===== src/rtl/frog_ctrl.sv =====
// Frog position and life-cycle controller: debounced buttons, per-frame animated
// grid hops, collision death/respawn, top-row win, and lives/game-over tracking.
module frog_ctrl #(
    parameter int DEBOUNCE_CYCLES = 250000,
    parameter int TILE            = 32,
    parameter int HOP_STEP        = 4,
    parameter int FIELD_X_MIN     = 96,
    parameter int FIELD_X_MAX     = 512,
    parameter int FIELD_Y_MAX     = 448,
    parameter int START_X         = 288,
    parameter int START_Y         = 448,
    parameter int DEAD_FRAMES     = 60,
    parameter int WIN_FRAMES      = 30,
    parameter int LIVES           = 3
) (
    input  logic       clk,
    input  logic       rst_n,
    input  logic       btn_up,
    input  logic       btn_down,
    input  logic       btn_left,
    input  logic       btn_right,
    input  logic       frame_tick,
    input  logic       collision,
    output logic [9:0] frog_x,
    output logic [9:0] frog_y,
    output logic [9:0] frog_size,
    output logic [1:0] lives,
    output logic       score_pulse,
    output logic       hop_active,
    output logic       dead,
    output logic       game_over
);

    localparam int STEPS      = TILE / HOP_STEP;
    localparam int MAX_FRAMES = (DEAD_FRAMES > WIN_FRAMES) ? DEAD_FRAMES : WIN_FRAMES;
    localparam int DB_W       = $clog2(DEBOUNCE_CYCLES + 1);
    localparam int FC_W       = $clog2(MAX_FRAMES + 1);
    localparam int SC_W       = $clog2(STEPS + 1);

    localparam logic [10:0] TILE_W      = 11'(TILE);
    localparam logic [10:0] X_MIN_W     = 11'(FIELD_X_MIN);
    localparam logic [10:0] X_MAX_W     = 11'(FIELD_X_MAX);
    localparam logic [10:0] Y_MAX_W     = 11'(FIELD_Y_MAX);
    localparam logic [9:0]  STEP_W      = 10'(HOP_STEP);
    localparam logic [9:0]  START_X_W   = 10'(START_X);
    localparam logic [9:0]  START_Y_W   = 10'(START_Y);
    localparam logic [1:0]  LIVES_W     = 2'(LIVES);

    typedef enum logic [2:0] {
        S_IDLE,
        S_HOP,
        S_DEAD,
        S_WIN,
        S_GAME_OVER
    } state_t;

    typedef enum logic [1:0] {
        DIR_UP,
        DIR_DOWN,
        DIR_LEFT,
        DIR_RIGHT
    } dir_t;

    // ------------------------------------------------------------------
    // Button input path: bit 0 up, 1 down, 2 left, 3 right
    // ------------------------------------------------------------------
    logic [3:0]      btn_raw;
    logic [3:0]      sync1;
    logic [3:0]      sync2;
    logic [3:0]      deb;
    logic [3:0]      deb_d;
    logic [3:0]      press;
    logic [DB_W-1:0] db_cnt [4];

    assign btn_raw = {btn_right, btn_left, btn_down, btn_up};

    always_ff @(posedge clk) begin
        if (!rst_n) begin
            sync1 <= '0;
            sync2 <= '0;
            deb   <= '0;
            deb_d <= '0;
            // NOTE: the counter array is only four registers, so it is reset
            // like any other state; a large RAM-style array would not be.
            for (int i = 0; i < 4; i++) db_cnt[i] <= '0;
        end else begin
            sync1 <= btn_raw;
            sync2 <= sync1;
            deb_d <= deb;
            for (int i = 0; i < 4; i++) begin
                if (sync2[i] != deb[i]) begin
                    if (db_cnt[i] == DB_W'(DEBOUNCE_CYCLES - 1)) begin
                        deb[i]    <= sync2[i];
                        db_cnt[i] <= '0;
                    end else begin
                        db_cnt[i] <= db_cnt[i] + 1'b1;
                    end
                end else begin
                    db_cnt[i] <= '0;
                end
            end
        end
    end

    assign press = deb & ~deb_d;

    // Fixed priority up > down > left > right; only the winner is considered.
    logic press_any;
    dir_t press_dir;

    always_comb begin
        press_any = |press;
        press_dir = DIR_UP;
        if (press[0])      press_dir = DIR_UP;
        else if (press[1]) press_dir = DIR_DOWN;
        else if (press[2]) press_dir = DIR_LEFT;
        else if (press[3]) press_dir = DIR_RIGHT;
    end

    // ------------------------------------------------------------------
    // Game state
    // ------------------------------------------------------------------
    state_t          state,     state_n;
    dir_t            dir_q,     dir_n;
    logic [9:0]      pos_x,     pos_x_n;
    logic [9:0]      pos_y,     pos_y_n;
    logic [1:0]      lives_q,   lives_n;
    logic [SC_W-1:0] step_cnt,  step_cnt_n;
    logic [FC_W-1:0] frame_cnt, frame_cnt_n;
    logic            score_q;

    // Target tile must stay inside the field; checked before any motion starts.
    logic in_bounds;
    logic [10:0] x_w, y_w;

    always_comb begin
        x_w = {1'b0, pos_x};
        y_w = {1'b0, pos_y};
        in_bounds = 1'b0;
        case (press_dir)
            DIR_UP:    in_bounds = (y_w >= TILE_W);
            DIR_DOWN:  in_bounds = (y_w + TILE_W <= Y_MAX_W);
            DIR_LEFT:  in_bounds = (x_w >= X_MIN_W + TILE_W);
            DIR_RIGHT: in_bounds = (x_w + TILE_W <= X_MAX_W);
            default:   in_bounds = 1'b0;
        endcase
    end

    logic [9:0] step_x, step_y;

    always_comb begin
        step_x = pos_x;
        step_y = pos_y;
        case (dir_q)
            DIR_UP:    step_y = pos_y - STEP_W;
            DIR_DOWN:  step_y = pos_y + STEP_W;
            DIR_LEFT:  step_x = pos_x - STEP_W;
            DIR_RIGHT: step_x = pos_x + STEP_W;
            default:   ;
        endcase
    end

    always_ff @(posedge clk) begin
        if (!rst_n) begin
            state     <= S_IDLE;
            dir_q     <= DIR_UP;
            pos_x     <= START_X_W;
            pos_y     <= START_Y_W;
            lives_q   <= LIVES_W;
            step_cnt  <= '0;
            frame_cnt <= '0;
            score_q   <= 1'b0;
        end else begin
            // NOTE: state registers take non-blocking assignments so every
            // register samples the pre-edge values computed in always_comb.
            state     <= state_n;
            dir_q     <= dir_n;
            pos_x     <= pos_x_n;
            pos_y     <= pos_y_n;
            lives_q   <= lives_n;
            step_cnt  <= step_cnt_n;
            frame_cnt <= frame_cnt_n;
            score_q   <= (state_n == S_WIN) && (state != S_WIN);
        end
    end

    always_comb begin
        // NOTE: every output of this block is defaulted first, so no path
        // through the case leaves a variable unassigned and no latch appears.
        state_n     = state;
        dir_n       = dir_q;
        pos_x_n     = pos_x;
        pos_y_n     = pos_y;
        lives_n     = lives_q;
        step_cnt_n  = step_cnt;
        frame_cnt_n = frame_cnt;

        case (state)
            S_IDLE: begin
                if (collision) begin
                    state_n     = S_DEAD;
                    lives_n     = (lives_q != 2'd0) ? lives_q - 2'd1 : 2'd0;
                    frame_cnt_n = '0;
                end else if (press_any && in_bounds) begin
                    state_n    = S_HOP;
                    dir_n      = press_dir;
                    step_cnt_n = '0;
                end
            end

            S_HOP: begin
                if (collision) begin
                    state_n     = S_DEAD;
                    lives_n     = (lives_q != 2'd0) ? lives_q - 2'd1 : 2'd0;
                    frame_cnt_n = '0;
                end else if (frame_tick) begin
                    pos_x_n    = step_x;
                    pos_y_n    = step_y;
                    step_cnt_n = step_cnt + 1'b1;
                    if (step_cnt == SC_W'(STEPS - 1)) begin
                        state_n     = (step_y == 10'd0) ? S_WIN : S_IDLE;
                        step_cnt_n  = '0;
                        frame_cnt_n = '0;
                    end
                end
            end

            S_DEAD: begin
                if (frame_tick) begin
                    frame_cnt_n = frame_cnt + 1'b1;
                    if (frame_cnt == FC_W'(DEAD_FRAMES - 1)) begin
                        frame_cnt_n = '0;
                        if (lives_q == 2'd0) begin
                            state_n = S_GAME_OVER;
                        end else begin
                            state_n = S_IDLE;
                            pos_x_n = START_X_W;
                            pos_y_n = START_Y_W;
                        end
                    end
                end
            end

            S_WIN: begin
                if (frame_tick) begin
                    frame_cnt_n = frame_cnt + 1'b1;
                    if (frame_cnt == FC_W'(WIN_FRAMES - 1)) begin
                        frame_cnt_n = '0;
                        state_n     = S_IDLE;
                        pos_x_n     = START_X_W;
                        pos_y_n     = START_Y_W;
                    end
                end
            end

            S_GAME_OVER: begin
                // Restart only; the restarting press never doubles as a hop.
                if (press_any) begin
                    state_n = S_IDLE;
                    lives_n = LIVES_W;
                    pos_x_n = START_X_W;
                    pos_y_n = START_Y_W;
                end
            end

            default: state_n = S_IDLE;
        endcase
    end

    assign frog_x      = pos_x;
    assign frog_y      = pos_y;
    assign frog_size   = 10'(TILE);
    assign lives       = lives_q;
    assign score_pulse = score_q;
    assign hop_active  = (state == S_HOP);
    assign dead        = (state == S_DEAD);
    assign game_over   = (state == S_GAME_OVER);

endmodule


===== config.mk =====
export PLATFORM = sky130hd
export DESIGN_NAME = frog_ctrl
export DESIGN_NICKNAME = d
export VERILOG_FILES = /design/src/rtl/frog_ctrl.sv
export SDC_FILE = /design/constraint.sdc
export NUM_CORES = 1
export LEC_CHECK = 0
export BUFFER_PORTS_ARGS = -buffer_cell sky130_fd_sc_hd__buf_2
export CAP_MARGIN = 20
export CELL_PAD_IN_SITES_DETAIL_PLACEMENT = 2
export CELL_PAD_IN_SITES_GLOBAL_PLACEMENT = 2
export CORE_MARGIN = 2
export CORE_UTILIZATION = 40
export CTS_BUF_LIST = sky130_fd_sc_hd__clkbuf_4 sky130_fd_sc_hd__clkbuf_8
export CTS_CLUSTER_DIAMETER = 60
export CTS_CLUSTER_SIZE = 16
export DETAILED_ROUTE_END_ITERATION = 16
export PLACE_DENSITY = 0.91
export SLEW_MARGIN = 10
export SYNTH_ARGS = -nofsm -noshare
export SYNTH_HDL_FRONTEND = slang
export SYNTH_SLANG_ARGS = --single-unit

===== constraint.sdc =====
create_clock -name clk -period 4.1 [get_ports clk]
set_clock_uncertainty 0.05 [all_clocks]
set_input_delay 0.82 -clock clk [delete_from_list [all_inputs] [get_ports clk]]
set_output_delay 0.82 -clock clk [all_outputs]
set_load 0.05 [all_outputs]

# Word level (Yosys, flattened, before mapping)

Memories as Yosys holds them, arrays and structs flattened.
Cells that the tools add are included.
W data, S select, Z words.

Output and inout bits: 36
Bits of input ports: 8
Register bits: 54
Word-level logic and storage cells: 224
RAM bits: 72
Memories: 1

Memory list:

| memory | words | width | read ports | clocked after Yosys merged registers in | wr ports | line | source |
|---|---|---|---|---|---|---|---|
| db_cnt | 4     | 18    | 4          | 0                                       | 4        | 73   | `logic [DB_W-1:0] db_cnt [4];` |

Bitwise operators: 15
Reduce and logical (&&, ||, !) cells: 24
Magnitude comparators: 4
Muxes and demuxes: 114
Equal/unequal tests: 38
Add/sub/neg operators: 13

Operators with widths:

| operator                | number |
|---|---|
| $mux W18                | 12 |
| $mux W10                | 16 |
| $pmux W10 S4            | 2 |
| $add A18 B1 Y18 const B | 4 |
| $eq A18 B18 Y1 const B  | 4 |
| $mux W6                 | 8 |
| $mux W1                 | 45 |
| $pmux W10 S2            | 2 |
| $mux W3                 | 11 |
| $pmux W6 S4             | 1 |
| $add A10 B6 Y11 const B | 2 |
| $add A10 B3 Y10 const B | 2 |
| $mux W4                 | 5 |
| $sub A10 B3 Y10 const B | 2 |
| $ne A2 B2 Y1 const B    | 9 |
| $mux W2                 | 8 |
| $pmux W3 S5             | 1 |
| $or A1 B1 Y1            | 12 |
| $le A11 B10 Y1 const B  | 1 |
| $le A11 B9 Y1 const B   | 1 |
| $ge A10 B6 Y1 const B   | 1 |
| $ge A10 B8 Y1 const B   | 1 |
| $logic_not A10 Y1       | 1 |
| $reduce_and A10 Y1      | 1 |
| 34 further kinds        | 56 |

# Logic depth before layout (Yosys ltp)

Gate-level depths: netlist (run 1).

Depth in word-level cells: 14
Gate-level depth with buffers: 13

# Least setup slack after synthesis (run 1)

OpenSTA, ideal clock, no wires.

Kind: register to register
From: register dir_q[1]
To: register pos_x[9], in the netlist frog_x[9]
Required time: 3.976 ns
Path buffers: 2
Setup time: 0.074 ns
Cell stages (with the launch flop): 13
Arrival: 3.040 ns
Slack: 0.936 ns
Cell sequence: dfxtp_1 clkbuf_1 clkbuf_1 nand2_1 ha_1 a21o_1 a21oi_1 o21bai_1 a2111oi_0 nor3_1 xnor2_1 or4_1 a31oi_1

Longest elaborated chain between the ends: 5

Ends and longest elaborated chain:

| element                | line | source |
|---|---|---|
| from (decl)            | 124  | `dir_t dir_q, dir_n;` |
| from (signal assigned) | 177  | `dir_q <= dir_n;` |
| $eq A2 B2 Y1           | 154  | `case (dir_q)` |
| $pmux W10 S2           | 154  |  |
| $mux W10               | 216  | `end else if (frame_tick) begin` |
| $mux W10               | 212  | `if (collision) begin` |
| $pmux W10 S4           | 198  | `case (state)` |
| to (signal assigned)   | 178  | `pos_x <= pos_x_n;` |
| to (decl)              | 125  | `logic [9:0] pos_x, pos_x_n;` |

Parallel ways exist; a longest one is shown, timed or not. The select of a mux whose other input is x is not followed.
A chain may end at the register's enable or synchronous reset.

# Worst setup path in the final report (run 1)

From: register dir_q[1]
To: register score_q, in the netlist score_pulse

Longest elaborated chain between the ends: 10

Ends and longest elaborated chain:

| element                                                 | line | source |
|---|---|---|
| $eq A2 B1 Y1 / $logic_not A2 Y1 (equally long branches) | 154  |  |
| $pmux W10 S2 (*)                                        | 154  |  |
| $logic_not A10 Y1 (*)                                   | 221  | `state_n = (step_y == 10'd0) ? S_WIN : S_IDLE;` |
| $mux W2 (*)                                             | 221  |  |
| $mux W3 (*)                                             | 220  | `if (step_cnt == SC_W'(STEPS - 1)) begin` |
| $mux W3 (*)                                             | 216  |  |
| $mux W3 (*)                                             | 212  |  |
| $pmux W3 S5 (*)                                         | 198  |  |
| $eq A3 B2 Y1 (*)                                        | 183  | `score_q <= (state_n == S_WIN) && (state != S_WIN);` |
| $logic_and A1 B1 Y1 (*)                                 | 183  |  |
| to (signal assigned)                                    | 183  |  |
| to (decl)                                               | 130  | `logic score_q;` |

Every way passes the cells marked *; elsewhere a longest branch is shown, timed or not.

==> results of run 1 <==
-- power groups by stage --
stage	registers, mW	clock network (mW)	logic [mW]
finish	1.41	1.12	0.346
detailed placement	1.44	0	0.330
floorplan	1.45	0	0.230
global placement	1.43	0	0.310
global route	1.42	1.19	0.378
CTS	1.41	1.15	0.342
-- cell families after synthesis --
group | synth area share [%]
compound gates | 10.2
xor+xnor | 9.10
fa+ha+maj | 4.62
buf+inv | 4.40
flops | 46.3
mux | 1.34
other cells | 0.110
simple gates | 24.0
-- routing by layer --
layer  track usage [%]  vias up
li1                  -     2711
met1              27.4     2818
met2              44.7       75
met3              4.20       31
met4              6.32        0
met5                 0        -
-- flip-flops by register name, summed over array words and instances, names as in the netlist --
signal	flops
db_cnt	72
frog_x	8
frog_y	8
frame_cnt	6
deb	4
deb_d	4
step_cnt	4
sync1	4
sync2	4
state	3
dir_q	2
lives	2
score_pulse	1
-- worst max-delay path by stage --
stage	endpoint	from	slack, ns	cells past startpoint
2_1_floorplan	frog_x[9]	dir_q[1]	0.94	12
3_3_place_gp	frog_x[9]	dir_q[1]	0.85	10
3_5_place_dp	score_pulse	dir_q[1]	0.62	12
4_1_cts	score_pulse	dir_q[1]	0.50	12
5_1_grt	score_pulse	dir_q[1]	0.18	12
6_report	score_pulse	dir_q[1]	0.51	12
-- cells in the final DEF, fill, tap and decap left out, drive strengths merged, types with 4 or more instances in the layout --
cell and count:
nand2 46, conb 86, and2 15, xnor2 41, buf 32, and3 10, nor2b 14, or3 11
nand2b 6, clkinv 9, clkbuf 20, nor3 20, nor2 119, xor2 30, nand3 44, inv 30
edfxtp 72, dfxtp 50, mux2i 8, o31ai 4, o21ai 25, a21oi 39, ha 22, nand4 16
a31oi 4, a21o 7, nor4 12
-- critical path: stages, from the launching register on --
cell and delay (ns):
dfxtp_1 0.75, inv_1 0.18, nand2_1 0.28, inv_1 0.13, fa_1 0.42, xor2_1 0.26
o211ai_1 0.12, a21oi_1 0.18, o211a_1 0.21, o2111ai_1 0.15, o311ai_1 0.28, nand2_1 0.16
a2111oi_2 0.33
-- metrics by stage --
step | std cells | instance area [µm²] | setup WS (ns) | total power [mW] | hold slack (ns)
3_5_place_dp | 1037 | 7400 | 0.617 | 1.77 | 0.371
4_1_cts | 1069 | 7790 | 0.504 | 2.90 | 0.389
6_report | 1069 | 7790 | 0.510 | 2.88 | 0.390
3_3_place_gp | 1037 | 7400 | 0.852 | 1.74 | 0.372
2_1_floorplan | 820 | 7150 | 0.936 | 1.68 | 0.362
5_1_grt | 1069 | 7790 | 0.179 | 2.99 | 0.416
-- layout make-up --
type                    count  share of cell area (%)
clock buffers              20                    3.37
clock inverters            12                    1.67
inverters                  30                    1.44
multi-input cells         633                    47.2
flip-flops and latches    122                    40.6
well taps                 220                    3.53
repair buffers             32                    2.15
==> flow_summary.json, run 1 <==
{
  "r2r-start": "dir_q[1]",
  "power_switching_mw": 0.812,
  "max_freq_mhz": 279,
  "wire_per_inst_um": 18.8,
  "ir_drop_uv": 199,
  "syn_to_final_growth_pct": 14.1,
  "clk_pin_slew_worst_paths_ns": 0.08,
  "yosys_most_used_dff": "edfxtp_1",
  "route.layer.met1.wl_mm": 8.63,
  "n_antenna_cell": 0,
  "timing.slew.headroom_pct": 50.5,
  "ant_nets": 0,
  "p_leak_nw": 2.97,
  "place_hpwl_mm": 13.7,
  "numCtsBuffers": 17,
  "min_delay_worst_endpoint": "sync2[1]",
  "dieArea_mm2": 0.0181,
  "grt_pass1_vias": 6388,
  "p_comb_share_pct": 12.0,
  "setup_viol": 0,
  "maxCapViolCount": 0,
  "seq_area_frac_synth_pct": 46.3,
  "clk_path_buf_depth": 2,
  "route.met3.wl_um": 430,
  "gp_congestion": 0.836,
  "rsz0062_at_grt": "no",
  "htree_num_levels": 4,
  "cp-start-kind": "flop",
  "finalCriticalPeriod_ns": 3.59,
  "yosysMostFrequentCell": "nor2_1",
  "switching_share_pct": 28.2,
  "p_seq_share_pct": 49.1,
  "rows": 47,
  "grt_pass1_wl_mm": 33.7,
  "nFillCells": 1847,
  "post_cts_buffers": 0,
  "cp_max_fo": 20,
  "clk_latency_ns": 0.45,
  "crit_type": "reg -> reg",
  "cts_tree": "built",
  "synth_largest_area_cell": "edfxtp_1",
  "worst_ep_arrival_time_ns": 3.89,
  "cts_sinks": 122,
  "synth_cells": 736,
  "final_max_slew_viol_count": 0,
  "finalHoldViolations": 0,
  "postCtsResizedCells": 0,
  "cts_hold_buf": 0,
  "antenna_found_initial": 0,
  "synthArstFlopShare_pct": 0,
  "drtPass1Iterations": 4,
  "r2r_end": "score_pulse",
  "grt_use_total_pct": 23.7,
  "dr_wl_met2_mm": 10.7,
  "seqCellArea_mm2": 0.00316,
  "gr-total-overflow": 0,
  "layout.nets": 868,
  "cts_root_buf": "clkbuf_8",
  "crit_required_ns": 4.40,
  "multiInputGateArea_mm2": 0.00368,
  "syn_area_mm2": 0.00683,
  "fin_setup_tns_ns": 0,
  "ys_warn_count": 0,
  "synth.top_cell.area_share_pct": 31.7,
  "yosys_register_bits": 122,
  "core_mm2": 0.0166,
  "io_pins": 44,
  "p_int_mw": 2.07,
  "wl_mm": 20.1,
  "yosysUniqueCellTypes": 63,
  "avgSynthCellArea_um2": 9.28,
  "final.period_utilization_pct": 87.6,
  "die_x_um": 135,
  "port_buffers": 29,
  "holdPathStages": 1,
  "r2r_cells": 12,
  "reg2reg_slack_ns": 0.51,
  "critPathCaptureType": "flop",
  "min_from": "sync1[1]",
  "grt_max_degree": 32,
  "drive_above_1_share_pct": 8.13,
  "drt_iter0_drc": 144,
  "post-route-util_pct": 46.8,
  "die_y_um": 135,
  "synth.area.top_cells": "edfxtp_1, dfxtp_1, nor2_1",
  "start_util_pct": 41.0,
  "synth_edf_count": 72,
  "route.top_layer_used": "met4",
  "hold_path.class": "reg -> reg",
  "tightest_slew_ns": 0.740,
  "drt-vias-per-instance": 5.27,
  "vias": 5635,
  "pwr-share-clk_pct": 38.9,
  "status": "finished clean",
  "ys_top_cells_by_count": "nor2_1, edfxtp_1, dfxtp_1",
  "power_density_mw_per_mm2": 369,
  "post-route-drc-count": 0
}
No activity file was read; power rests on OpenSTA's default activity.
==> run 2, diff against run 1 <==
--- a/config.mk
+++ b/config.mk
@@ -15,7 +15,7 @@
 export CTS_CLUSTER_DIAMETER = 60
 export CTS_CLUSTER_SIZE = 16
 export DETAILED_ROUTE_END_ITERATION = 16
-export PLACE_DENSITY = 0.91
+export PLACE_DENSITY_LB_ADDON = 0.08
 export SLEW_MARGIN = 10
 export SYNTH_ARGS = -nofsm -noshare
 export SYNTH_HDL_FRONTEND = slang
==> flow_summary.json, run 2 (same netlist as run 1, synthesis figures left out) <==
{
  "slowest_stage": "dfxtp_1",
  "largest-register": "db_cnt",
  "die_x_um": 135,
  "layout_common_cells": "nor2_1, conb_1, edfxtp_1, dfxtp_1, nand2_1",
  "fin_cells": 1069,
  "crit_required_ns": 4.37,
  "tightest_slew_ns": 0.727,
  "cp_max_fo": 20,
  "drt_iter0_drc": 212,
  "gp_congestion": 0.873,
  "crit_buf_inv": 2,
  "dieArea_mm2": 0.0181,
  "core_mm2": 0.0166,
  "wl_mm": 18.8,
  "power_density_mw_per_mm2": 373,
  "cts_sinks": 122,
  "port_buffers": 29,
  "cp_top_family": "compound AO/OA/AOI/OAI gates",
  "dp.cells": 1037,
  "p_leak_nw": 2.99,
  "n_antenna_cell": 0,
  "crit_type": "reg -> reg",
  "io_pins": 44,
  "gr-total-overflow": 0,
  "ir_drop_uv": 211,
  "r2r_cells": 12,
  "stdcell_area_mm2": 0.00783,
  "antenna_found_initial": 0,
  "hold_path.class": "reg -> reg",
  "final_max_slew_viol_count": 0,
  "timing.slew.headroom_pct": 51.4,
  "maxCapViolCount": 0,
  "grt_pass1_wl_mm": 31.5,
  "grt_pass1_vias": 6350,
  "rsz0062_at_grt": "no",
  "cp-start-kind": "flop",
  "reg2reg_slack_ns": 0.60,
  "cts_hold_buf": 0,
  "drtPass1Iterations": 5,
  "cts_root_buf": "clkbuf_8",
  "place_hpwl_mm": 13.6,
  "cts_tree": "built",
  "critPathCaptureType": "flop",
  "r2r-start": "dir_q[1]",
  "nFillCells": 1835,
  "postCtsResizedCells": 0,
  "largest_reg_flops": 72,
  "setup_viol": 0,
  "place_area_mm2": 0.00740,
  "die_y_um": 135,
  "crit_cells": 12,
  "htree_num_levels": 4,
  "final.period_utilization_pct": 85.4,
  "finalCriticalPeriod_ns": 3.50,
  "cpPeakStageDelay_ns": 0.73,
  "place_ws_ns": 0.691,
  "wire_per_inst_um": 17.5,
  "cp-endpoint": "score_pulse",
  "syn_to_final_growth_pct": 14.6,
  "grt_max_degree": 31,
  "vias": 5601,
  "drive_above_1_share_pct": 8.48,
  "r2r_end": "score_pulse",
  "grt_use_total_pct": 21.9,
  "max_freq_mhz": 285,
  "post-route-drc-count": 0,
  "drt-vias-per-instance": 5.24,
  "start_util_pct": 41.0,
  "post_cts_buffers": 0,
  "numCtsBuffers": 17,
  "status": "finished clean",
  "crit_chain": "inv_1 > nand2_1 > inv_1 > fa_1 > xor2_1 > o211ai_1 > a21oi_1 > o211a_1 > o2111ai_1 > o311ai_1 > nand2_1 > a2111oi_2",
  "ant_nets": 0,
  "worst_ep_arrival_time_ns": 3.78,
  "worst_slack_ns": 0.597,
  "clk_pin_slew_worst_paths_ns": 0.07,
  "rows": 47,
  "clk_latency_ns": 0.45,
  "finalHoldViolations": 0,
  "fin_setup_tns_ns": 0,
  "layout.nets": 868,
  "clk_path_buf_depth": 2,
  "final_common_cell": "nor2_1",
  "critPathLaunch": "dir_q[1]"
}
==> run 2: cell count changes in the layout (fill, tap and decap cells not counted), sizes merged <==
cell	delta
clkbuf	+4
clkinv	-4
==> run 2: per-layer routing <==
layer,vias up,wire (µm),global-route usage (%)
met5,-,0,0
met4,0,288,7.02
met3,25,409,4.20
met2,74,9990,41.1
met1,2797,8070,24.8
li1,2705,-,-
==> run 2: worst min-delay path by stage <==
stage | from | end | slack, ns | cells past startpoint
after floorplan | sync1[0] | sync2[0] | 0.36 | 1
after global placement | sync1[2] | sync2[2] | 0.36 | 1
after detailed placement | sync1[1] | sync2[1] | 0.39 | 1
after CTS | sync1[1] | sync2[1] | 0.41 | 1
after global routing | sync1[2] | sync2[2] | 0.43 | 1
final | sync1[1] | sync2[1] | 0.41 | 1
==> run 2: cell type report <==
| cell class | instances | area [µm²] | area share (%) |
|---|---|---|---|
| Tap cell | 220 | 275 | 3.52 |
| Clock inverter | 8 | 118 | 1.50 |
| Multi-Input combinational cell | 633 | 3680 | 47.0 |
| Timing Repair Buffer | 32 | 168 | 2.14 |
| Sequential cell | 122 | 3160 | 40.4 |
| Inverter | 30 | 113 | 1.44 |
| Clock buffer | 24 | 312 | 3.98 |
==> run 2: power breakdown <==
group / switching (mW) / leakage (nW) / internal (mW)
clock: 0.485 / 0.225 / 0.683
combinational: 0.236 / 1.61 / 0.105
sequential: 0.0653 / 1.15 / 1.35
total: 0.786 / 2.99 / 2.13
==> run 2: per-stage QoR <==
step,hold slack (ns),util [%],power (mW)
final,0.405,47.0,2.92
after global routing,0.429,47.0,3.04
after CTS,0.413,47.0,2.94
after detailed placement,0.389,44.5,1.77
after global placement,0.364,44.5,1.74
after floorplan,0.362,-,1.68
==> run 3, diff against run 2 <==
--- a/config.mk
+++ b/config.mk
@@ -13,7 +13,7 @@
 export CORE_UTILIZATION = 40
 export CTS_BUF_LIST = sky130_fd_sc_hd__clkbuf_4 sky130_fd_sc_hd__clkbuf_8
 export CTS_CLUSTER_DIAMETER = 60
-export CTS_CLUSTER_SIZE = 16
+export CTS_CLUSTER_SIZE = 20
 export DETAILED_ROUTE_END_ITERATION = 16
 export PLACE_DENSITY_LB_ADDON = 0.08
 export SLEW_MARGIN = 10
==> constraint.sdc (replaced) <==
create_clock -name clk -period 4.1 [get_ports clk]
set_clock_uncertainty 0.05 [all_clocks]
set_input_delay 0.41 -clock clk [delete_from_list [all_inputs] [get_ports clk]]
set_output_delay 0.41 -clock clk [all_outputs]
set_load 0.05 [all_outputs]
==> flow_summary.json, run 3 (same netlist as run 1, synthesis figures left out) <==
{
  "ant_nets": 0,
  "core_mm2": 0.0166,
  "grt_pass1_vias": 6179,
  "maxCapViolCount": 0,
  "clk_pin_slew_worst_paths_ns": 0.07,
  "final.period_utilization_pct": 78.5,
  "syn_to_final_growth_pct": 14.2,
  "power_density_mw_per_mm2": 368,
  "antenna_found_initial": 0,
  "drt_iter0_drc": 147,
  "layout.nets": 868,
  "p_int_mw": 2.08,
  "finalCriticalPeriod_ns": 3.22,
  "r2r-start": "dir_q[1]",
  "grt_pass1_wl_mm": 30.3,
  "worst_hold_slack_ns": 0.115,
  "cts_root_buf": "clkbuf_8",
  "crit_required_ns": 4.39,
  "wl_mm": 18.1,
  "port_buffers": 29,
  "gp_congestion": 0.810,
  "critPathLaunch": "dir_q[1]",
  "hold_path.class": "in -> reg",
  "power_switching_mw": 0.797,
  "max_freq_mhz": 311,
  "rows": 47,
  "htree_num_levels": 4,
  "drtPass1Iterations": 4,
  "p_leak_nw": 2.98,
  "p_comb_share_pct": 11.7,
  "grt_max_degree": 31,
  "post-route-drc-count": 0,
  "switching_share_pct": 27.7,
  "finalHoldViolations": 0,
  "postCtsResizedCells": 0,
  "final_common_cell": "nor2_1",
  "start_util_pct": 41.0,
  "vias": 5528,
  "crit_type": "reg -> reg",
  "wire_per_inst_um": 16.9,
  "fin_setup_tns_ns": 0,
  "p_seq_share_pct": 49.0,
  "clk_path_buf_depth": 2,
  "die_x_um": 135,
  "io_pins": 44,
  "grt_use_total_pct": 20.9,
  "timing.slew.headroom_pct": 45.8,
  "ir_drop_uv": 214,
  "gr-total-overflow": 0,
  "status": "finished clean",
  "largest_reg_flops": 72,
  "final_max_slew_viol_count": 0,
  "die_y_um": 135,
  "nFillCells": 1832,
  "post_cts_buffers": 0,
  "dieArea_mm2": 0.0181,
  "setup_viol": 0,
  "largest-register": "db_cnt",
  "numCtsBuffers": 17,
  "place_hpwl_mm": 13.4,
  "cp_max_fo": 18,
  "cts_hold_buf": 0,
  "cts_sinks": 122,
  "cp-start-kind": "flop",
  "min_from": "btn_left",
  "worst_ep_arrival_time_ns": 3.51,
  "drive_above_1_share_pct": 8.48,
  "tightest_slew_ns": 0.811,
  "clk_latency_ns": 0.45,
  "rsz0062_at_grt": "no",
  "drt-vias-per-instance": 5.17,
  "n_antenna_cell": 0,
  "layout_common_cells": "nor2_1, conb_1, edfxtp_1, dfxtp_1, nand2_1",
  "cts_tree": "built",
  "pwr-share-clk_pct": 39.4,
  "critPathCaptureType": "flop"
}
run 3: changes by cell type in the layout (fill, tap and decap cells not counted):
cell and change:
clkbuf_4 +2, clkbuf_8 -4, clkinv_2 +2
run 3: worst paths after layout:
| path | to | slack (ns) | depth (start not counted) |
|---|---|---|---|
| worst max register to register | score_pulse | 0.88 | 13 |
| worst min register to register | sync2[1] | 0.40 | 1 |
| worst min-delay path | sync1[2] | 0.11 | 2 |
| worst max-delay path | score_pulse | 0.88 | 13 |
run 3: critical path: stages (launching register included):
cell and delay [ns]:
dfxtp_1 0.37, buf_4 0.24, inv_1 0.10, nand2_1 0.27
inv_1 0.13, fa_1 0.42, nor2b_1 0.18, o31a_1 0.18
a211oi_1 0.07, a21oi_1 0.24, o2111ai_1 0.16, o311ai_1 0.25
nand2_1 0.13, a2111oi_2 0.33
run 3: power by group through the flow:
stage / Sequential (mW) / Clock, mW / Combinational (mW)
2_1_floorplan: 1.45 / 0 / 0.230
3_3_place_gp: 1.43 / 0 / 0.312
3_5_place_dp: 1.43 / 0 / 0.330
4_1_cts: 1.41 / 1.15 / 0.333
5_1_grt: 1.42 / 1.20 / 0.370
6_report: 1.41 / 1.13 / 0.335
run 3: layer usage:
layer  global-route usage (%)  wire, µm
met3                     3.49       335
met5                        0         0
met2                     38.3      9400
met4                     7.19       272
met1                     24.7      8100
run 3: layout make-up:
cell class / instances / area (µm²) / share of cell area (%)
clock buffer: 22 / 272 / 3.48
clock inverter: 10 / 128 / 1.64
inverter: 30 / 113 / 1.44
multi-input combinational: 633 / 3680 / 47.2
sequential: 122 / 3160 / 40.6
tap: 220 / 275 / 3.53
timing repair buffer: 32 / 168 / 2.15
run 3: metrics by stage:
| stage | instance area [µm²] | power [mW] | utilization (%) | setup WS [ns] | instances |
|---|---|---|---|---|---|
| finish | 7800 | 2.87 | 46.9 | 0.882 | 1069 |
| detailed placement | 7400 | 1.76 | 44.5 | 0.921 | 1037 |
| global route | 7800 | 2.99 | 46.9 | 0.530 | 1069 |
| floorplan | 7150 | 1.68 | - | 0.936 | 820 |
| CTS | 7800 | 2.89 | 46.9 | 0.881 | 1069 |
| global placement | 7400 | 1.74 | 44.5 | 1.13 | 1037 |
